### src/rtl/radix4_pkg.sv
// rtl/radix4_pkg.sv - shared types and select-range helpers for the serializer controller
package radix4_pkg;

  localparam int SEL_W = 3;

  typedef enum logic [1:0] {
    ST_IDLE  = 2'd0,
    ST_SHIFT = 2'd1,
    ST_GAP   = 2'd2
  } state_t;

  // Select value for the first bit of a byte.
  function automatic logic [SEL_W-1:0] sel_first(input bit lsb_first);
    return lsb_first ? 3'd0 : 3'd7;
  endfunction

  // Select value for the final bit of a byte.
  function automatic logic [SEL_W-1:0] sel_last(input bit lsb_first);
    return lsb_first ? 3'd7 : 3'd0;
  endfunction

endpackage

### src/rtl/mux8_shift_ctrl_if.sv
// rtl/mux8_shift_ctrl_if.sv - byte input, mux wiring and serial output bundle
interface mux8_shift_ctrl_if;
  import radix4_pkg::*;

  logic [7:0]       in_data;
  logic             in_valid;
  logic             in_ready;
  logic [7:0]       mux_a;
  logic [SEL_W-1:0] mux_sel;
  logic             mux_out;
  logic             ser_bit;
  logic             ser_valid;
  logic             ser_ready;
  logic             ser_last;
  logic             byte_done;

  // Controller side.
  modport master (
    input  in_data, in_valid, mux_out, ser_ready,
    output in_ready, mux_a, mux_sel, ser_bit, ser_valid, ser_last, byte_done
  );

  // Upstream/downstream/mux side.
  modport slave (
    output in_data, in_valid, mux_out, ser_ready,
    input  in_ready, mux_a, mux_sel, ser_bit, ser_valid, ser_last, byte_done
  );

endinterface

### src/rtl/mux8_shift_ctrl.sv
// rtl/mux8_shift_ctrl.sv - sequences an external 8:1 mux as a byte-to-serial converter
module mux8_shift_ctrl
  import radix4_pkg::*;
#(
  parameter bit          LSB_FIRST = 1'b1,
  parameter int unsigned GAP       = 0
) (
  input  logic          clk,
  input  logic          rst_n,
  mux8_shift_ctrl_if.master bus
);

  localparam logic [SEL_W-1:0] SEL_FIRST = sel_first(LSB_FIRST);
  localparam logic [SEL_W-1:0] SEL_LAST  = sel_last(LSB_FIRST);
  localparam logic [3:0]       GAP_CNT   = 4'(GAP);
  localparam bit               NO_GAP    = (GAP == 0);

  state_t           state_q, state_d;
  logic [7:0]       a_q, a_d;
  logic [SEL_W-1:0] sel_q, sel_d;
  logic [3:0]       gap_q, gap_d;
  logic             done_q, done_d;
  logic             rdy_q;

  logic             beat;
  logic             last_beat;
  logic             in_ready;
  logic             accept;

  // Handshake decode; in_ready looks through ser_ready so a new byte can land on the last beat.
  always_comb begin
    beat      = (state_q == ST_SHIFT) && bus.ser_ready;
    last_beat = beat && (sel_q == SEL_LAST);
    in_ready  = rdy_q && ((state_q == ST_IDLE) || (NO_GAP && last_beat));
    accept    = bus.in_valid && in_ready;
  end

  // Next-state, select stepping, byte capture and gap countdown.
  always_comb begin
    state_d = state_q;
    a_d     = a_q;
    sel_d   = sel_q;
    gap_d   = gap_q;
    done_d  = 1'b0;
    case (state_q)
      ST_IDLE: begin
        if (accept) begin
          a_d     = bus.in_data;
          sel_d   = SEL_FIRST;
          state_d = ST_SHIFT;
        end
      end
      ST_SHIFT: begin
        if (last_beat) begin
          done_d = 1'b1;
          if (!NO_GAP) begin
            state_d = ST_GAP;
            gap_d   = GAP_CNT;
          end else if (accept) begin
            a_d   = bus.in_data;
            sel_d = SEL_FIRST;
          end else begin
            state_d = ST_IDLE;
          end
        end else if (beat) begin
          sel_d = LSB_FIRST ? sel_q + 1'b1 : sel_q - 1'b1;
        end
      end
      ST_GAP: begin
        if (gap_q <= 4'd1) begin
          state_d = ST_IDLE;
          gap_d   = 4'd0;
        end else begin
          gap_d = gap_q - 4'd1;
        end
      end
      default: state_d = ST_IDLE;
    endcase
  end

  // State registers; reset discards any byte in flight.
  always_ff @(posedge clk or negedge rst_n) begin
    if (!rst_n) begin
      state_q <= ST_IDLE;
      a_q     <= 8'h00;
      sel_q   <= SEL_FIRST;
      gap_q   <= 4'd0;
      done_q  <= 1'b0;
      rdy_q   <= 1'b0;
    end else begin
      state_q <= state_d;
      a_q     <= a_d;
      sel_q   <= sel_d;
      gap_q   <= gap_d;
      done_q  <= done_d;
      rdy_q   <= 1'b1;
    end
  end

  assign bus.in_ready  = in_ready;
  assign bus.mux_a     = a_q;
  assign bus.mux_sel   = sel_q;
  assign bus.ser_bit   = bus.mux_out;
  assign bus.ser_valid = (state_q == ST_SHIFT);
  assign bus.ser_last  = (state_q == ST_SHIFT) && (sel_q == SEL_LAST);
  assign bus.byte_done = done_q;

endmodule

### src/flat_wrapper.sv
// flat-port wrapper written by rule: the top's interface ports become plain ports
module mux8_shift_ctrl_flat import radix4_pkg::*;
#(
  parameter bit          LSB_FIRST = 1'b1,
  parameter int unsigned GAP       = 0
)
  (clk, rst_n, bus_in_data, bus_in_valid, bus_mux_out, bus_ser_ready, bus_in_ready, bus_mux_a, bus_mux_sel, bus_ser_bit, bus_ser_valid, bus_ser_last, bus_byte_done);
  mux8_shift_ctrl_if bus_i ();
  input  logic clk;
  input  logic rst_n;
  input wire logic [$bits(bus_i.in_data)-1:0] bus_in_data;
  input wire logic [$bits(bus_i.in_valid)-1:0] bus_in_valid;
  input wire logic [$bits(bus_i.mux_out)-1:0] bus_mux_out;
  input wire logic [$bits(bus_i.ser_ready)-1:0] bus_ser_ready;
  output wire logic [$bits(bus_i.in_ready)-1:0] bus_in_ready;
  output wire logic [$bits(bus_i.mux_a)-1:0] bus_mux_a;
  output wire logic [$bits(bus_i.mux_sel)-1:0] bus_mux_sel;
  output wire logic [$bits(bus_i.ser_bit)-1:0] bus_ser_bit;
  output wire logic [$bits(bus_i.ser_valid)-1:0] bus_ser_valid;
  output wire logic [$bits(bus_i.ser_last)-1:0] bus_ser_last;
  output wire logic [$bits(bus_i.byte_done)-1:0] bus_byte_done;
  assign bus_i.in_data = bus_in_data;
  assign bus_i.in_valid = bus_in_valid;
  assign bus_i.mux_out = bus_mux_out;
  assign bus_i.ser_ready = bus_ser_ready;
  assign bus_in_ready = bus_i.in_ready;
  assign bus_mux_a = bus_i.mux_a;
  assign bus_mux_sel = bus_i.mux_sel;
  assign bus_ser_bit = bus_i.ser_bit;
  assign bus_ser_valid = bus_i.ser_valid;
  assign bus_ser_last = bus_i.ser_last;
  assign bus_byte_done = bus_i.byte_done;
  mux8_shift_ctrl #(.LSB_FIRST(LSB_FIRST), .GAP(GAP)) u_core (.clk(clk), .rst_n(rst_n), .bus(bus_i));
endmodule
### config.mk
export PLATFORM = sky130hd
export DESIGN_NAME = mux8_shift_ctrl_flat
export DESIGN_NICKNAME = d
export VERILOG_FILES = /design/src/rtl/radix4_pkg.sv /design/src/rtl/mux8_shift_ctrl_if.sv /design/src/rtl/mux8_shift_ctrl.sv /design/src/flat_wrapper.sv
export SDC_FILE = /design/constraint.sdc
export NUM_CORES = 1
export LEC_CHECK = 0
export ABC_CLOCK_PERIOD_IN_PS = 3200
export BUFFER_PORTS_ARGS = -buffer_cell sky130_fd_sc_hd__buf_2
export CORE_MARGIN = 10
export CORE_UTILIZATION = 45
export CTS_BUF_LIST = sky130_fd_sc_hd__clkbuf_4 sky130_fd_sc_hd__clkbuf_8
export DETAILED_ROUTE_END_ITERATION = 8
export GPL_ROUTABILITY_DRIVEN = 0
export GPL_TIMING_DRIVEN = 0
export HOLD_SLACK_MARGIN = 0.08
export PLACE_DENSITY_LB_ADDON = 0.12
export SLEW_MARGIN = 30
export SYNTH_ARGS = -nofsm -noshare
export SYNTH_HDL_FRONTEND = slang
export SYNTH_SLANG_ARGS = --single-unit
### constraint.sdc
create_clock -name clk -period 3.2 [get_ports clk]
set_clock_uncertainty 0.05 [all_clocks]
set_input_delay 0.64 -clock clk [delete_from_list [all_inputs] [get_ports clk]]
set_output_delay 0.64 -clock clk [all_outputs]
set_load 0.005 [all_outputs]
==> results.md, run 1 <==
- The run finished with clean final reports.
- Counting the buffers created by CTS gives 3.
- The setup path with the least slack is of type reg2out.
- The via count of the first global-routing pass is 500.
- For this block, the routed nets add up to ~1400 µm of wire.
- The count of buffers from port buffering is 27.
- The post-synthesis cell type count is 20.
- In the layout the commonest cells are buf_2, dfrtp_1, mux2_4.
- The worst-case IR drop observed on VDD is roughly 0.44 mV.
- For this block, the via count after detailed routing is 451.
- The die is slightly below 60 µm wide.
- The buffering stage count on the worst path with inverters included is 1.
- Dividing the synthesized area by the synthesized cell count gives 14.5 µm².
- The sequential cell area fraction in the yosys report is around 54%.
- Summing the areas of all xor and xnor instances in the mapped netlist gives 0% of the synthesized area.
- The number of nets handed over by synthesis was 60.
- The signal on the critical path passes through ha_1 > ha_1 > a21bo_4 > and2_2 > buf_2.
- After the first detailed-routing iteration, the DRC count stood at 1.
- For the worst-skew pair, the clock arrives at the later sink with an insertion delay of 0.28 ns.
- The cell with the biggest individual delay on the critical path is dfrtp_1.
- The number of slew-limit violations in the final report is 0.
- The CTS tree is built.
- In the synthesized netlist, mux cells make up 18.4% of the area.
- The count of TritonRoute iterations in the first routing pass is 3.
- In this run the critical register-to-register path is captured at u_core.bus.mux_a[5].
- Clock-pin slew was measured on the worst setup and hold paths at approximately 0.08 ns.
- Based on the critical path, the design can be clocked at up to ~0.42 GHz.
- The startpoint identified for the worst register-to-register timing path is u_core.bus.mux_sel[0].
- The worst-path maximum fanout is 6.
- The initial antenna violation count is 0.
- Synthesis inferred 14 register bits.
- The peak per-stage delay on the critical path is 0.42 ns.
- From synthesis to final layout, the design area changed by 29.1%.
- The count of endpoints failing hold in the final timing report was 0.
- In this run the number of H-tree levels came out at 1.
- The dominant combinational cell family by area after synthesis is multiplexers.
- The summed instance area of the synthesized netlist is approximately 650 µm².
- The worst register-to-register path has a depth of 6.
- The number of max-cap violations is 0.
- During synthesis, Yosys emitted a total of 0 warnings.
- The floorplan step defined a die boundary enclosing between 3000 and 4000 µm².
- The estimated wirelength of the detail-placed design is 1060 µm.
- 29 I/O pins were placed.
- Broken down by cell family, the worst path's largest delay share belongs to adder cells.
- Entering global routing, the biggest net connects 15 pins.
- The row count is 13.
- Total power for the finished layout comes to roughly 0.00074 W.
- The most common cell after layout, fill and taps aside is buf_2.
- The buffers inserted during post-CTS setup optimization is 0.
- The first global-routing pass estimated roughly 2200 µm of wire.
- The cell leakage power is between 0.4 and 0.5 nW.
- After detailed routing, the number of remaining DRC violations is 0.
- STA puts the critical path data required time at ~2.5 ns.
- The share of the synthesized area in compound gates (AO/OA/AOI/OAI) is under 10%.
- Of the total synthesized cell area, the portion taken by AND, OR, NAND and NOR gates is 11.3%.
- Counting every sink on the clock net gives 14.
- The critical path capture point type is a primary output.
- The power per standard cell area is 875 nW/µm².
- The number of gates resized after CTS is 0.
- The worst setup path is launched from a flip-flop.
- Setup repair after global routing left no endpoint under its margin.
- The most numerous cell on the critical path is ha_1.
- The floorplan die height is approximately 58 µm.
- The aggregate negative setup slack is 0 ns.
- Setup violations remaining at the end of the flow were counted as 0.
- The combined global-route utilization of all metal layers is under 10%.
- Cells with a size suffix above 1 make up about 60% of the layout.
- In this run the remaining antenna-violating nets after routing total 0.
- The number of inserted diodes is 0.
- The leftover overflow at the end of global routing is 0.
- The tightest min-delay check is of the in2async type.
- The final critical-path share of the clock period is 74.1%.
- The setup slack of the worst register-to-register path is 1.31 ns.
- The cell count after synthesis came out at between 40 and 50.
- After detailed routing, the average wire length per cell comes to 15.1 µm.
- The number of hold buffers added after CTS was 0.
- The arrival time reported for the critical path endpoint is between 1.5 and 2 ns.
- The number of nets in the final layout is 92.
- The time the final worst path needs with I/O delays and setup is 2.37 ns.
- The starting density of the core is 49.1%.
- The root buffer cell is clkbuf_4.
- Dividing the detail-routed via count by the number of cells gives 4.96.
- The standard cell core area is about 1300 µm².
- Of the total synthesized cell area, the portion taken by full adders, half adders and majority gates is ~3.8%.
- No sink is reached through more buffers than the 2 on the longest clock path.
==> synth_stat cells <==
| cell type | instances | area share (%) |
|---|---|---|
| dfrtp_1 | 14 | 54 |
| mux2_4 | 8 | 18 |
| a22o_1 | 2 | 2.7 |
| a32o_1 | 2 | 3.1 |
| and2_2 | 2 | 2.3 |
| ha_1 | 2 | 3.8 |
| nand2_1 | 2 | 1.1 |
| a21bo_4 | 1 | 2.5 |
| and3_2 | 1 | 1.1 |
| and3_4 | 1 | 1.7 |
| buf_4 | 1 | 1.1 |
| buf_6 | 1 | 1.7 |
| conb_1 | 1 | 0.57 |
| inv_1 | 1 | 0.57 |
| nand3_1 | 1 | 0.76 |
| nand3b_1 | 1 | 1.1 |
| nor2b_1 | 1 | 0.96 |
| o21ai_0 | 1 | 0.76 |
| or2_2 | 1 | 0.96 |
| or2b_1 | 1 | 1.1 |
==> state kept, by name (all words and copies together) (netlist names) <==
name and flops:
u_core.rdy_q 1, u_core.bus.mux_a 8, u_core.bus.byte_done 1, u_core.bus.mux_sel 3, u_core.state_q 1
==> per-stage QoR <==
step | hold WS (ns) | std cells | utilization [%] | cell area, µm² | setup slack, ns
CTS | 0.191 | 91 | 63.3 | 845 | 0.811
floorplan | 0.294 | 45 | - | 654 | 1.29
global placement | 0.437 | 87 | 60.6 | 808 | 1.15
finish | 0.190 | 91 | 63.3 | 845 | 0.829
detailed placement | 0.440 | 87 | 60.6 | 808 | 1.13
global route | 0.188 | 91 | 63.3 | 845 | 0.733
==> cells by family after synthesis <==
family                   after synthesis
AO/OA/AOI/OAI                          6
adder cells (fa/ha/maj)                2
buffers and inverters                  3
flip-flops                            14
multiplexers                           8
other                                  1
AND/OR/NAND/NOR                       11
==> worst max path at each step <==
| stage | cells after the start | endpoint | slack [ns] | start |
|---|---|---|---|---|
| finish | 5 | bus_in_ready | 0.83 | u_core.bus.mux_sel[0] |
| global route | 5 | bus_in_ready | 0.73 | u_core.bus.mux_sel[0] |
| CTS | 5 | bus_in_ready | 0.81 | u_core.bus.mux_sel[0] |
| detailed placement | 5 | bus_in_ready | 1.13 | u_core.bus.mux_sel[0] |
| global placement | 5 | bus_in_ready | 1.15 | u_core.bus.mux_sel[0] |
| floorplan | 4 | bus_in_ready | 1.29 | u_core.bus.mux_sel[0] |
==> power breakdown <==
group	total, W	switching, W	leakage [nW]	internal, W
clock network	0.000126	0.0000568	0.0210	0.0000692
logic	0.000306	0.000108	0.266	0.000198
registers	0.000307	0.0000540	0.169	0.000253
==> layer usage <==
metal | vias to the layer above | track usage, % | wire [µm]
li1 | 220 | - | -
met1 | 215 | 8.24 | 599
met2 | 16 | 14.1 | 671
met3 | 0 | 4.14 | 107
met4 | 0 | 4.03 | 0
met5 | - | 0 | 0
==> layout make-up <==
| cell class | instances | area, µm² |
|---|---|---|
| Buffer | 2 | 18.8 |
| Timing Repair Buffer | 27 | 135 |
| Fill cell | 109 | 489 |
| Clock buffer | 4 | 36.3 |
| Multi-Input combinational cell | 28 | 282 |
| Sequential cell | 14 | 350 |
| Tap cell | 15 | 18.8 |
| Inverter | 1 | 3.75 |
==> worst register-to-register path, cell delays in order, from the launching register on <==
cell	delay, ns
dfrtp_1	0.42
ha_1	0.21
ha_1	0.24
a21bo_4	0.24
and3_4	0.17
buf_6	0.15
mux2_4	0.30
(Power assumes the default switching activity.)
==> inputs of run 2 (changes only) <==
Settings changed: ABC_CLOCK_PERIOD_IN_PS 3200 to 2009, CORE_UTILIZATION 45 to 42.
Clock period 3.2 ns to 2.01 ns, I/O delays scaled along.
==> run 2 against run 1 <==
Effect of this change: combinational power grew 90%; total power is 71% higher; highest routed layer is now met4; cell count increased by 7.7%.
==> results.md, run 2 (synthesis gave the netlist of run 1 again) <==
- The flow ran to the end, and the final reports show no timing, DRC or antenna violations.
- The type of origin of the critical path is a flip-flop.
- The worst-path maximum fanout is 3 (-3).
- The number of flip-flops under the largest register name is 8 (unchanged).
- The count of endpoints failing hold in the final timing report is 0 (unchanged).
- The combined global-route utilization of all metal layers came to 8.38% (+0.065 points).
- The DRC violation count after routing is 0 (unchanged).
- The post-synthesis to final-layout area growth is 40.0%.
- The floorplan die height is 59.5 µm (+2.3%).
- The final cell utilization of the core is 61.5% (-1.8 points).
- STA classifies the critical path endpoint as a primary output.
- The largest buffer count on any clock path is 2 (unchanged).
- The cell leakage power was 0.484 nW (+6.1%).
- The total clock buffers created by CTS is 3 (unchanged).
- The root buffer cell chosen for the clock tree is clkbuf_4.
- The initial detailed-routing violation count is 1 (unchanged).
- The estimated wirelength of the detail-placed design was 1070 µm (+0.27%).
- Timing would allow up to 0.513 GHz.
- The number of H-tree branching levels came to 1 (unchanged).
- The met2 global-route usage is 14.3% (+0.15 points).
- The worst hold path begins at bus_in_data[4].
- The worst-case setup margin in the final layout is 0.0611 ns (-0.768 ns).
- The number of fillers in the final layout is 121 (+11%).
- The critical path starts at u_core.bus.mux_sel[0].
- The starting density of the core is 43.9% (-5.1 points).
- The arrival time reported for the critical path endpoint is 1.50 ns (-0.18 ns).
- The worst hold margin is 0.300 ns (+0.110 ns).
- The number of nets in the final layout was 98 (+6.5%).
- The count of buffers from port buffering is 27 (unchanged).
- The setup-violating endpoint count in the final report is 0 (unchanged).
- The classification of the worst setup path is reg2out.
- The initial antenna violation count is 0 (unchanged).
- The via count normalized by instance count is 4.97 (+0.27%).
- The pin count of the biggest net entering global routing is 15 (unchanged).
- The count of TritonRoute iterations in the first routing pass was 4 (+1).
- Subtracting the final worst setup slack from the clock period gives between 1.5 and 2 ns.
- TritonCTS built the clock tree.
- The worst register-to-register path begins at u_core.bus.mux_sel[0].
- The peak supply drop is 0.740 mV (+67%).
- The wire length of the first global-routing pass was 2280 µm (+3.4%).
- The top-level port count came to 29 (unchanged).
- The sink count of the clock tree came to 14 (unchanged).
- The fraction of layout cells with a size suffix above 1 is 65.9% (+4.0 points).
- The clock-pin slew reported for the worst setup and hold paths after clock tree synthesis was 0.08 ns (about the same).
- The setup slack after placement is 0.126 ns (-1.01 ns).
- The path class of the tightest hold or removal check is in2reg.
- The wire length per cell after detailed routing is 14.4 µm (-5.2%).
- The met3 routing resource usage after global routing is 4.72% (+0.58 points).
- The number of max-cap violations is 0 (unchanged).
- The leftover overflow at the end of global routing is 0 (unchanged).
- The post-route total power is 0.00126 W (+71%).
- The clock latency reported for the late side of the worst-skew pair came to 0.27 ns (about the same).
- The remaining number of nets flagged by the antenna check after routing was 0 (unchanged).
- The required time of the critical path is 1.56 ns (-0.95 ns).
- The via count of the first global-routing pass is 510 (+2.0%).
- The die footprint came to 3540 µm² (+4.6%).
- The library cells used most frequently in the layout, excluding fill and tap cells, are buf_2, dfrtp_1, mux2_4.
- The most common cell after layout, fill and taps aside is buf_2.
- The width of the die was 59.5 µm (+2.3%).
- In the finished design, the share of the clock period the worst path needs comes to a little over nine tenths.
- The standard cell core area is 1490 µm² (+12%).
- The row count was 14 (+1).
- Setup repair after global routing could not meet its margin everywhere.
- The power per standard cell area is 1380 nW/µm² (+58%).
- The global routing met1 resource utilization came to 8.66% (+0.42 points).
- The global routing stage identified its most utilized layer as met2.
- The final wirelength came to 1410 µm (+2.1%).
- The aggregate negative setup slack was 0 ns (unchanged).
- The number of inserted diodes is 0 (unchanged).
- The number of slew-limit violations in the final report is 0 (unchanged).
- The via count is 487 (+8.0%).
-- run 2: critical path, stage by stage (launching register included) --
cell	delay, ns
dfrtp_1	0.39
ha_2	0.20
ha_4	0.16
a21bo_4	0.21
and2_4	0.15
buf_6	0.10
-- run 2: what timing repair did --
item	CTS	global route
endpoints found under the setup margin	1	1
pin swaps	1	2
hold buffers	1	0
endpoints found under the hold margin	14	0
buffers inserted	3	2
gates resized for setup	3	2
-- run 2: layout make-up --
type                    instances  area (µm²)  share of cell area, %
plain buffers                   2        18.8                   2.05
clock buffers                   4        36.3                   3.96
inverters                       1        3.75                  0.410
multi-input cells              28         298                   32.5
flip-flops and latches         14         350                   38.3
well taps                      16        20.0                   2.19
repair buffers                 33         189                   20.6
-- run 2: metal layers --
layer / share of wire, % / wire [µm]
met5: 0 / 0
met4: 0.57 / 8
met3: 7.5 / 106
met2: 50 / 699
met1: 42 / 594
-- run 2: worst paths after layout --
check | depth (start not counted) | to | slack, ns
setup / recovery | 5 | bus_in_ready | 0.06
hold reg to reg | 1 | u_core.bus.mux_a[6] | 0.46
hold / removal | 2 | u_core.bus.mux_a[4] | 0.30
min in group asynchronous | 2 | u_core.bus.byte_done | 0.48
max in group asynchronous | 2 | u_core.rdy_q | 1.20
setup reg to reg | 7 | u_core.bus.mux_a[2] | 0.15
-- run 2: power by group --
| group | total [W] | internal (W) | leakage [nW] | switching [W] |
|---|---|---|---|---|
| logic | 0.000582 | 0.000384 | 0.293 | 0.000199 |
| registers | 0.000488 | 0.000403 | 0.169 | 0.0000847 |
| clock network | 0.000194 | 0.000110 | 0.0210 | 0.0000842 |
-- run 2: metrics by stage --
step | area (µm²) | instances
detailed placement | 810 | 88
finish | 916 | 98
global placement | 810 | 88
CTS | 893 | 96
floorplan | 654 | 45
global route | 916 | 98
